===== config.mk =====
export PLATFORM = sky130hd
export DESIGN_NAME = div_ctrl_flat
export DESIGN_NICKNAME = d
export VERILOG_FILES = /design/src/rtl/div_ctrl_if.sv /design/src/rtl/div_ctrl.sv /design/src/flat_wrapper.sv
export SDC_FILE = /design/constraint.sdc
export NUM_CORES = 1
export LEC_CHECK = 0
export CAP_MARGIN = 20
export CORE_MARGIN = 5
export CORE_UTILIZATION = 40
export DETAILED_ROUTE_END_ITERATION = 12
export PLACE_DENSITY = 0.72
export SYNTH_ARGS = -nofsm -noshare
export SYNTH_HDL_FRONTEND = slang
export SYNTH_SLANG_ARGS = --single-unit

===== constraint.sdc =====
create_clock -name clk -period 7.1 [get_ports clk]
set_input_delay 1.065 -clock clk [delete_from_list [all_inputs] [get_ports clk]]
set_output_delay 1.065 -clock clk [all_outputs]
set_load 0.01 [all_outputs]

===== src/rtl/div_ctrl_if.sv =====
// div_ctrl_if: EX-stage request/result bundle for the divide sequencer.
//   master (EX stage / bench): start, is_signed, a, b, cancel, e_hold
//   slave  (div_ctrl)        : stall_div, busy, valid, quot, rem
interface div_ctrl_if #(
  parameter int WIDTH = 32
);
  logic             start;
  logic             is_signed;
  logic [WIDTH-1:0] a;
  logic [WIDTH-1:0] b;
  logic             cancel;
  logic             e_hold;
  logic             stall_div;
  logic             busy;
  logic             valid;
  logic [WIDTH-1:0] quot;
  logic [WIDTH-1:0] rem;

  modport master (
    output start, is_signed, a, b, cancel, e_hold,
    input  stall_div, busy, valid, quot, rem
  );

  modport slave (
    input  start, is_signed, a, b, cancel, e_hold,
    output stall_div, busy, valid, quot, rem
  );
endinterface


===== src/rtl/div_ctrl.sv =====
// div_ctrl: multi-cycle radix-2 restoring divider for the EX stage (DIV/DIVU).
//   clk    : pipeline clock, rising edge
//   resetn : asynchronous active-low reset
//   bus    : div_ctrl_if.slave
//     in : start (level), is_signed, a (dividend), b (divisor),
//          cancel (flush), e_hold (EX held by something else)
//     out: stall_div (to hazard unit), busy (RUN/FIX), valid (DONE),
//          quot (LO), rem (HI)
// Latency: accept, WIDTH RUN cycles, FIX, then DONE.
// Optional: `define DIV_EARLY_ZERO_EN to finish a=0 or b=0 straight from accept.
module div_ctrl #(
  parameter int WIDTH = 32
) (
  input  logic       clk,
  input  logic       resetn,
  div_ctrl_if.slave  bus
);
  localparam int CW = $clog2(WIDTH);

  typedef enum logic [1:0] {IDLE, RUN, FIX, DONE} state_t;
  state_t state, nxt;

  logic [CW-1:0]    cnt;
  logic [WIDTH-1:0] dvd;     // |a|, shifts out as quotient bits shift in
  logic [WIDTH-1:0] dsr;     // |b|
  logic [WIDTH-1:0] prem;    // partial remainder
  logic [WIDTH-1:0] a_orig;  // raw dividend, returned as rem on divide-by-zero
  logic             sa, sb;  // operand signs, already masked by is_signed
  logic             dz;
  logic [WIDTH-1:0] quot_r, rem_r;

  logic             accept;
  logic             zero_op;
  logic [WIDTH:0]   sh;
  logic             ge;
  logic [WIDTH-1:0] diff;

  assign accept = (state == IDLE) && bus.start && !bus.cancel;

`ifdef DIV_EARLY_ZERO_EN
  assign zero_op = (bus.a == '0) || (bus.b == '0);
`else
  assign zero_op = 1'b0;
`endif

  // {rem,dividend} << 1; since prem < dsr the difference always fits in
  // WIDTH bits, so the WIDTH+1-bit trial reduces to compare + subtract.
  assign sh   = {prem, dvd[WIDTH-1]};
  assign ge   = sh >= {1'b0, dsr};
  assign diff = sh[WIDTH-1:0] - dsr;

  // state register
  always_ff @(posedge clk or negedge resetn) begin
    if (!resetn) state <= IDLE;
    else         state <= nxt;
  end

  // next state
  always_comb begin
    nxt = state;
    if (bus.cancel) nxt = IDLE;
    else begin
      unique case (state)
        IDLE: if (bus.start) nxt = zero_op ? DONE : RUN;
        RUN:  if (cnt == '0) nxt = FIX;
        FIX:  nxt = DONE;
        DONE: if (!bus.e_hold) nxt = IDLE;
        default: nxt = IDLE;
      endcase
    end
  end

  // outputs
  always_comb begin
    bus.busy      = (state == RUN) || (state == FIX);
    bus.stall_div = (accept || state == RUN || state == FIX) && !bus.cancel;
    bus.valid     = (state == DONE) && !bus.cancel;
    bus.quot      = quot_r;
    bus.rem       = rem_r;
  end

  // datapath
  always_ff @(posedge clk or negedge resetn) begin
    if (!resetn) begin
      cnt    <= '0;
      dvd    <= '0;
      dsr    <= '0;
      prem   <= '0;
      a_orig <= '0;
      sa     <= 1'b0;
      sb     <= 1'b0;
      dz     <= 1'b0;
      quot_r <= '0;
      rem_r  <= '0;
    end else begin
      if (accept) begin
        sa     <= bus.is_signed & bus.a[WIDTH-1];
        sb     <= bus.is_signed & bus.b[WIDTH-1];
        dvd    <= (bus.is_signed & bus.a[WIDTH-1]) ? -bus.a : bus.a;
        dsr    <= (bus.is_signed & bus.b[WIDTH-1]) ? -bus.b : bus.b;
        a_orig <= bus.a;
        dz     <= (bus.b == '0);
        prem   <= '0;
        cnt    <= CW'(WIDTH - 1);
`ifdef DIV_EARLY_ZERO_EN
        if (bus.b == '0) begin
          quot_r <= '1;
          rem_r  <= bus.a;
        end else if (bus.a == '0) begin
          quot_r <= '0;
          rem_r  <= '0;
        end
`endif
      end else if (state == RUN) begin
        dvd  <= {dvd[WIDTH-2:0], ge};
        prem <= ge ? diff : sh[WIDTH-1:0];
        cnt  <= cnt - 1'b1;
      end else if (state == FIX && !bus.cancel) begin
        if (dz) begin
          quot_r <= '1;
          rem_r  <= a_orig;
        end else begin
          quot_r <= (sa ^ sb) ? -dvd : dvd;
          rem_r  <= sa ? -prem : prem;
        end
      end
    end
  end
endmodule


===== src/flat_wrapper.sv =====
// flat-port wrapper written by rule: the top's interface ports become plain ports
module div_ctrl_flat 
#(
  parameter int WIDTH = 32
)
  (clk, resetn, bus_start, bus_is_signed, bus_a, bus_b, bus_cancel, bus_e_hold, bus_stall_div, bus_busy, bus_valid, bus_quot, bus_rem);
  div_ctrl_if #(.WIDTH(WIDTH)) bus_i ();
  input  logic clk;
  input  logic resetn;
  input wire logic [$bits(bus_i.start)-1:0] bus_start;
  input wire logic [$bits(bus_i.is_signed)-1:0] bus_is_signed;
  input wire logic [$bits(bus_i.a)-1:0] bus_a;
  input wire logic [$bits(bus_i.b)-1:0] bus_b;
  input wire logic [$bits(bus_i.cancel)-1:0] bus_cancel;
  input wire logic [$bits(bus_i.e_hold)-1:0] bus_e_hold;
  output wire logic [$bits(bus_i.stall_div)-1:0] bus_stall_div;
  output wire logic [$bits(bus_i.busy)-1:0] bus_busy;
  output wire logic [$bits(bus_i.valid)-1:0] bus_valid;
  output wire logic [$bits(bus_i.quot)-1:0] bus_quot;
  output wire logic [$bits(bus_i.rem)-1:0] bus_rem;
  assign bus_i.start = bus_start;
  assign bus_i.is_signed = bus_is_signed;
  assign bus_i.a = bus_a;
  assign bus_i.b = bus_b;
  assign bus_i.cancel = bus_cancel;
  assign bus_i.e_hold = bus_e_hold;
  assign bus_stall_div = bus_i.stall_div;
  assign bus_busy = bus_i.busy;
  assign bus_valid = bus_i.valid;
  assign bus_quot = bus_i.quot;
  assign bus_rem = bus_i.rem;
  div_ctrl #(.WIDTH(WIDTH)) u_core (.clk(clk), .resetn(resetn), .bus(bus_i));
endmodule

# Word level (Yosys, flattened, before mapping)
# Cells that the tools add are included.
# W data, S select, Z words.
# classes
addsub	6
n_lt_le_gt_ge	1
n_eq_ne	6
mux	18
bitwise_logic	5
n_reduce_logical	15
# op_table
cell	n
$mux W32	11
$neg A32 Y32	4
$ge A33 B32 Y1	1
$logic_not A32 Y1	1
$sub A32 B32 Y32	1
$mux W5	2
$mux W2	4
$pmux W2 S4	1
$ne A3 B3 Y1 const B	2
$reduce_and A3 Y1	2
$logic_and A1 B1 Y1	5
$logic_not A5 Y1	1
$sub A5 B1 Y5 const B	1
$eq A2 B2 Y1 const B	2
$logic_or A1 B1 Y1	3
$ne A3 B2 Y1 const B	1
$and A1 B1 Y1	2
$eq A2 B1 Y1 const B	1
$logic_not A2 Y1	1
$not A1 Y1	2
$reduce_bool A2 Y1	1
$logic_not A1 Y1	1
$xor A1 B1 Y1	1
# word_totals
regBits	202
in_bits	70
out_inout_bits	67
word_cells	62

# Longest topological paths before layout
# logic_depth
depth_word	6
ltp_mapped	13
depth_no_buf	12

# Worst setup path before layout
# OpenSTA, ideal clock, no wires.
# synth_timing
path_type	input -> register
start	input bus_a[4]
end	register u_core.dvd[26]
setup_time_ns	0.137
arrival_ns	3.378
required_time_ns	6.963
slack_ns	3.585
cell_stages	9
path_buffers	0
path_cell_list	nor4_1 nand2_1 or4_1 or4_1 nor4_2 nand2_1 o41ai_1 xor2_1 a21oi_1
# synth_between
elab_chain_cells	3
# synth_rtl
item	line	rtl
start: declaration	flat_wrapper.sv:12	input wire logic [$bits(bus_i.a)-1:0] bus_a;
$neg A32 Y32	div_ctrl.sv:99	dvd <= (bus.is_signed & bus.a[WIDTH-1]) ? -bus.a : bus.a;
$mux W32	div_ctrl.sv:99	
$mux W32	div_ctrl.sv:96	if (accept) begin
end signal: assignment	div_ctrl.sv:99	
end signal: assignment	div_ctrl.sv:115	dvd <= {dvd[WIDTH-2:0], ge};
end: declaration	div_ctrl.sv:24	logic [WIDTH-1:0] dvd;
# No other way between the ends.
# A chain may end at the register's enable or synchronous reset.

# Worst setup path after layout
# layout_timing
start	input bus_cancel
end	output bus_stall_div
# layout_between
elab_chain_cells	5
# layout_rtl
item	line	rtl
start: declaration	flat_wrapper.sv:14	input wire logic [$bits(bus_i.cancel)-1:0] bus_cancel;
$logic_not A1 Y1 (*)	div_ctrl.sv:38, div_ctrl.sv:76	
$logic_and A1 B1 Y1	div_ctrl.sv:38	assign accept = (state == IDLE) && bus.start && !bus.cancel;
$logic_or A1 B1 Y1 (2 in a row)	div_ctrl.sv:76	bus.stall_div = (accept || state == RUN || state == FIX) && !bus.cancel;
$logic_and A1 B1 Y1 (*)	div_ctrl.sv:76	
end: declaration	flat_wrapper.sv:16	output wire logic [$bits(bus_i.stall_div)-1:0] bus_stall_div;
# Every way passes the cells marked *; elsewhere a longest branch is shown, timed or not.

==> flow_summary.yaml <==
sta:
  fin_tns_setup_ns: 0
  finalSetupViolCount: 0
  skew_ns: 0.0172
  final.period_utilization: 0.555
  tightest_slew_ns: 1.10
  rsz0062_at_grt: "no"
  final-max-slew-violation-count: 0
  fmax_ghz: 0.254
  fin_ws_ns: 3.16
  hold_violations: 0
  slew_headroom: 0.267
  period_needed_ns: 3.94
worst_hold_path:
  min_path_type: "flip-flop to flip-flop"
clock_tree:
  cts.sinks: 202
  worstSkewPairLatency_ns: 0.52
  cts-htree-levels: 1
  clkTransAtPathRegs_ns: 0.05
  cts.repair.resized: 0
  tritoncts: "done"
  cts_buffers: 24
  postCtsHoldBufs: 0
  cts_root_buf: "clkbuf_16"
  cts_buffer_depth: 3
  post_cts_buffers: 0
power:
  p_sw_mw: 3.55
  power.internal_mw: 4.44
  p_leak_nw: 6.51
  swShare: 0.444
  power_mw: 7.98
  ir_worst_vdd_v: 0.000228
  p_comb_frac: 0.552
  power_frac_clock: 0.158
  p_seq_frac: 0.290
  power.density_nw_per_um2: 524
floorplan:
  dieArea_sq_um: 35400
  coreArea_sq_um: 31500
  dieHeight_um: 188
  start_util: 0.404
  die_x_um: 188
  ios: 137
  placementRows: 65
synth:
  synthSimpleGateAreaFrac: 0.187
  yosysTopAreaCell: "dfrtp_1"
  netlist.area_leader.share: 0.398
  synth_top_family_by_area: "compound AO/OA/AOI/OAI gates"
  yosysSeqAreaShare: 0.398
  synth_mux_area_frac: 0.0238
  syn_area_per_cell_sq_um: 8.20
  synth_seq_cells: 202
  synthesis.area_sq_um: 12700
  synthAdderAreaFrac: 0.0429
  syn_inst: 1550
  synthFlopType: "dfrtp_1"
  synth.area.top_cells: "dfrtp_1 40%, nand2_1 8.1%, o21ai_0 6.6%"
  synth_compound_area_frac: 0.200
  synth_edf_count: 0
  synthDistinctLibCells: 61
  synthesis.nets: 1663
  yosys.area_share.xor_xnor: 0.104
  yosys_warnings: 0
  synth-async-reset-ratio: 1.00
grt:
  grt_pass1_vias: 10500
  grt_antenna_before_repair: 1
  grt_max_degree: 133
  grt_overflow_total: 0
  grt_pass1_wl_mm: 53.7
  grtUsageTotal: 0.178
routing:
  finalWirelength_mm: 32.4
  wl_met1_mm: 15.6
  wl_per_cell_um: 15.8
  wl_met3_mm: 1.57
  drtIter0Drc: 686
  ant_nets: 0
  vias: 10900
  drc: 0
  first_pass_iters: 5
  vias_per_cell: 5.31
  dr.max_layer_used: "met5"
  routed-wl-met2_mm: 14.5
critical_path:
  path_max_fanout: 9
  worst_ep_arrival_time_ns: 2.88
  worstPathRequired_ns: 6.03
  cp_top_family: "buffers and inverters"
  end_kind: "primary output"
  path_buf_inv: 3
  crit_slowest_cell: "clkdlybuf4s50_1"
  cpPeakStageDelay_ns: 0.54
  start_kind: "primary input"
  crit_chain: "clkdlybuf4s50_1, inv_1, and3_2, nor3_1, nor2_1, clkdlybuf4s50_1"
  cp_common_cell: "clkdlybuf4s50_1"
  crit_type: "primary input to primary output"
job:
  drv_cap: 0
final_layout:
  drive_above_1_share: 0.0436
  seqCellArea_sq_um: 5060
  multi_input_area_sq_um: 7130
  diodes: 0
  fill_cells: 2981
  final_net_count: 1747
  syn_to_final_growth_pct: 19.8
placed_design:
  gp_congestion: 0.885
  place_worst_setup_slack_ns: 2.67
  io_buffers: 136
  place_hpwl_mm: 24.1
run_status:
  outcome: "finished clean"
-- kinds of logic (layout without fill, tap and decap cells) --
| family | after synthesis | after routing |
|---|---|---|
| compound gates | 438 | 438 |
| xor+xnor | 151 | 151 |
| fa+ha+maj | 43 | 43 |
| buf+inv | 150 | 252 |
| flops | 202 | 202 |
| mux | 30 | 30 |
| simple gates | 536 | 536 |
-- power groups by stage --
stage | combinational [mW] | sequential, mW | clock [mW]
after CTS | 4.41 | 2.30 | 1.29
after global placement | 4.29 | 2.30 | 0
after detailed placement | 4.38 | 2.31 | 0
after floorplan | 3.18 | 2.18 | 0
after global routing | 4.95 | 2.39 | 1.34
final | 4.41 | 2.31 | 1.26
-- synthesized netlist by cell type (15+ instances only) --
cell type,instances
a21o_1,15
ha_1,42
a31oi_1,19
xnor2_1,79
o21ai_0,168
nor2b_1,15
dfrtp_1,202
nor2_1,119
inv_1,61
nand2_1,275
clkbuf_1,81
nor3_1,30
nand3_1,17
o31ai_1,19
xor2_1,72
mux2i_1,28
a21oi_1,148
-- sequential cells by signal, indices dropped and copies added (netlist names) --
| signal | cells |
|---|---|
| u_core.dz | 1 |
| u_core.sb | 1 |
| u_core.a_orig | 32 |
| u_core.dvd | 32 |
| u_core.state | 2 |
| u_core.sa | 1 |
| u_core.cnt | 5 |
| u_core.dsr | 32 |
| u_core.bus.rem | 32 |
| u_core.prem | 32 |
| u_core.bus.quot | 32 |
-- worst paths after layout --
check / start / endpoint / slack [ns] / cells past startpoint
max in group asynchronous: resetn / u_core.dz$_DFFE_PN0P_ / 4.86 / 3
min in group asynchronous: resetn / u_core.bus.quot[5]$_DFFE_PN0P_ / 0.52 / 1
hold / removal: u_core.dsr[11]$_DFFE_PN0P_ / u_core.dsr[11]$_DFFE_PN0P_ / 0.47 / 2
hold reg to reg: u_core.dsr[11]$_DFFE_PN0P_ / u_core.dsr[11]$_DFFE_PN0P_ / 0.47 / 2
setup reg to reg: u_core.prem[0]$_DFFE_PN0N_ / u_core.prem[28]$_DFFE_PN0N_ / 3.71 / 10
setup / recovery: bus_cancel / bus_stall_div / 3.16 / 6
-- cell usage in the layout, fill, tap and decap left out, types with 5 or more instances in the layout --
master and count:
xnor2_1 79, clkbuf_1 5, o211a_1 6, or3_1 11, o21ai_0 168, ha_1 41
a21o_1 15, nor4_1 8, buf_4 9, clkbuf_8 5, o31ai_1 19, clkdlybuf4s50_1 135
dfrtp_1 201, nor3_1 30, a31oi_1 19, and3_1 9, nand2_1 275, xor2_1 72
nand4_1 8, inv_1 61, nor2_1 118, o41ai_1 8, nand3_1 15, or4_1 8
nor2b_1 15, nand2b_1 9, mux2i_1 28, clkbuf_16 24, and2_1 6, a21oi_1 148
a211oi_1 11, o211ai_1 6
-- area by class of cell --
class,count,area share
Tap cell,402,0.0330
Multi-Input combinational cell,1198,0.468
Inverter,61,0.0150
Clock buffer,33,0.0443
Clock inverter,11,0.0102
Timing Repair Buffer,147,0.0969
Sequential cell,202,0.332
-- layer usage --
metal | up-vias | GRT usage
li1 | 5513 | -
met1 | 5081 | 0.259
met2 | 255 | 0.284
met3 | 52 | 0.0230
met5 | - | 0
met4 | 2 | 0.0404
-- stage by stage --
| stage | instance area [sq um] | utilization | hold slack, ns | instances |
|---|---|---|---|---|
| global route | 15200 | 0.484 | 0.493 | 2054 |
| floorplan | 12700 | - | 0.438 | 1550 |
| global placement | 14400 | 0.456 | 0.459 | 2008 |
| finish | 15200 | 0.484 | 0.474 | 2054 |
| CTS | 15200 | 0.483 | 0.482 | 2053 |
| detailed placement | 14400 | 0.456 | 0.464 | 2009 |
-- worst min-delay path, cell delays in order, from the launching register on --
cell and delay, ns:
dfrtp_1 0.34, nand2_1 0.05, o21ai_0 0.06
Power figures use the tool's default switching activity.
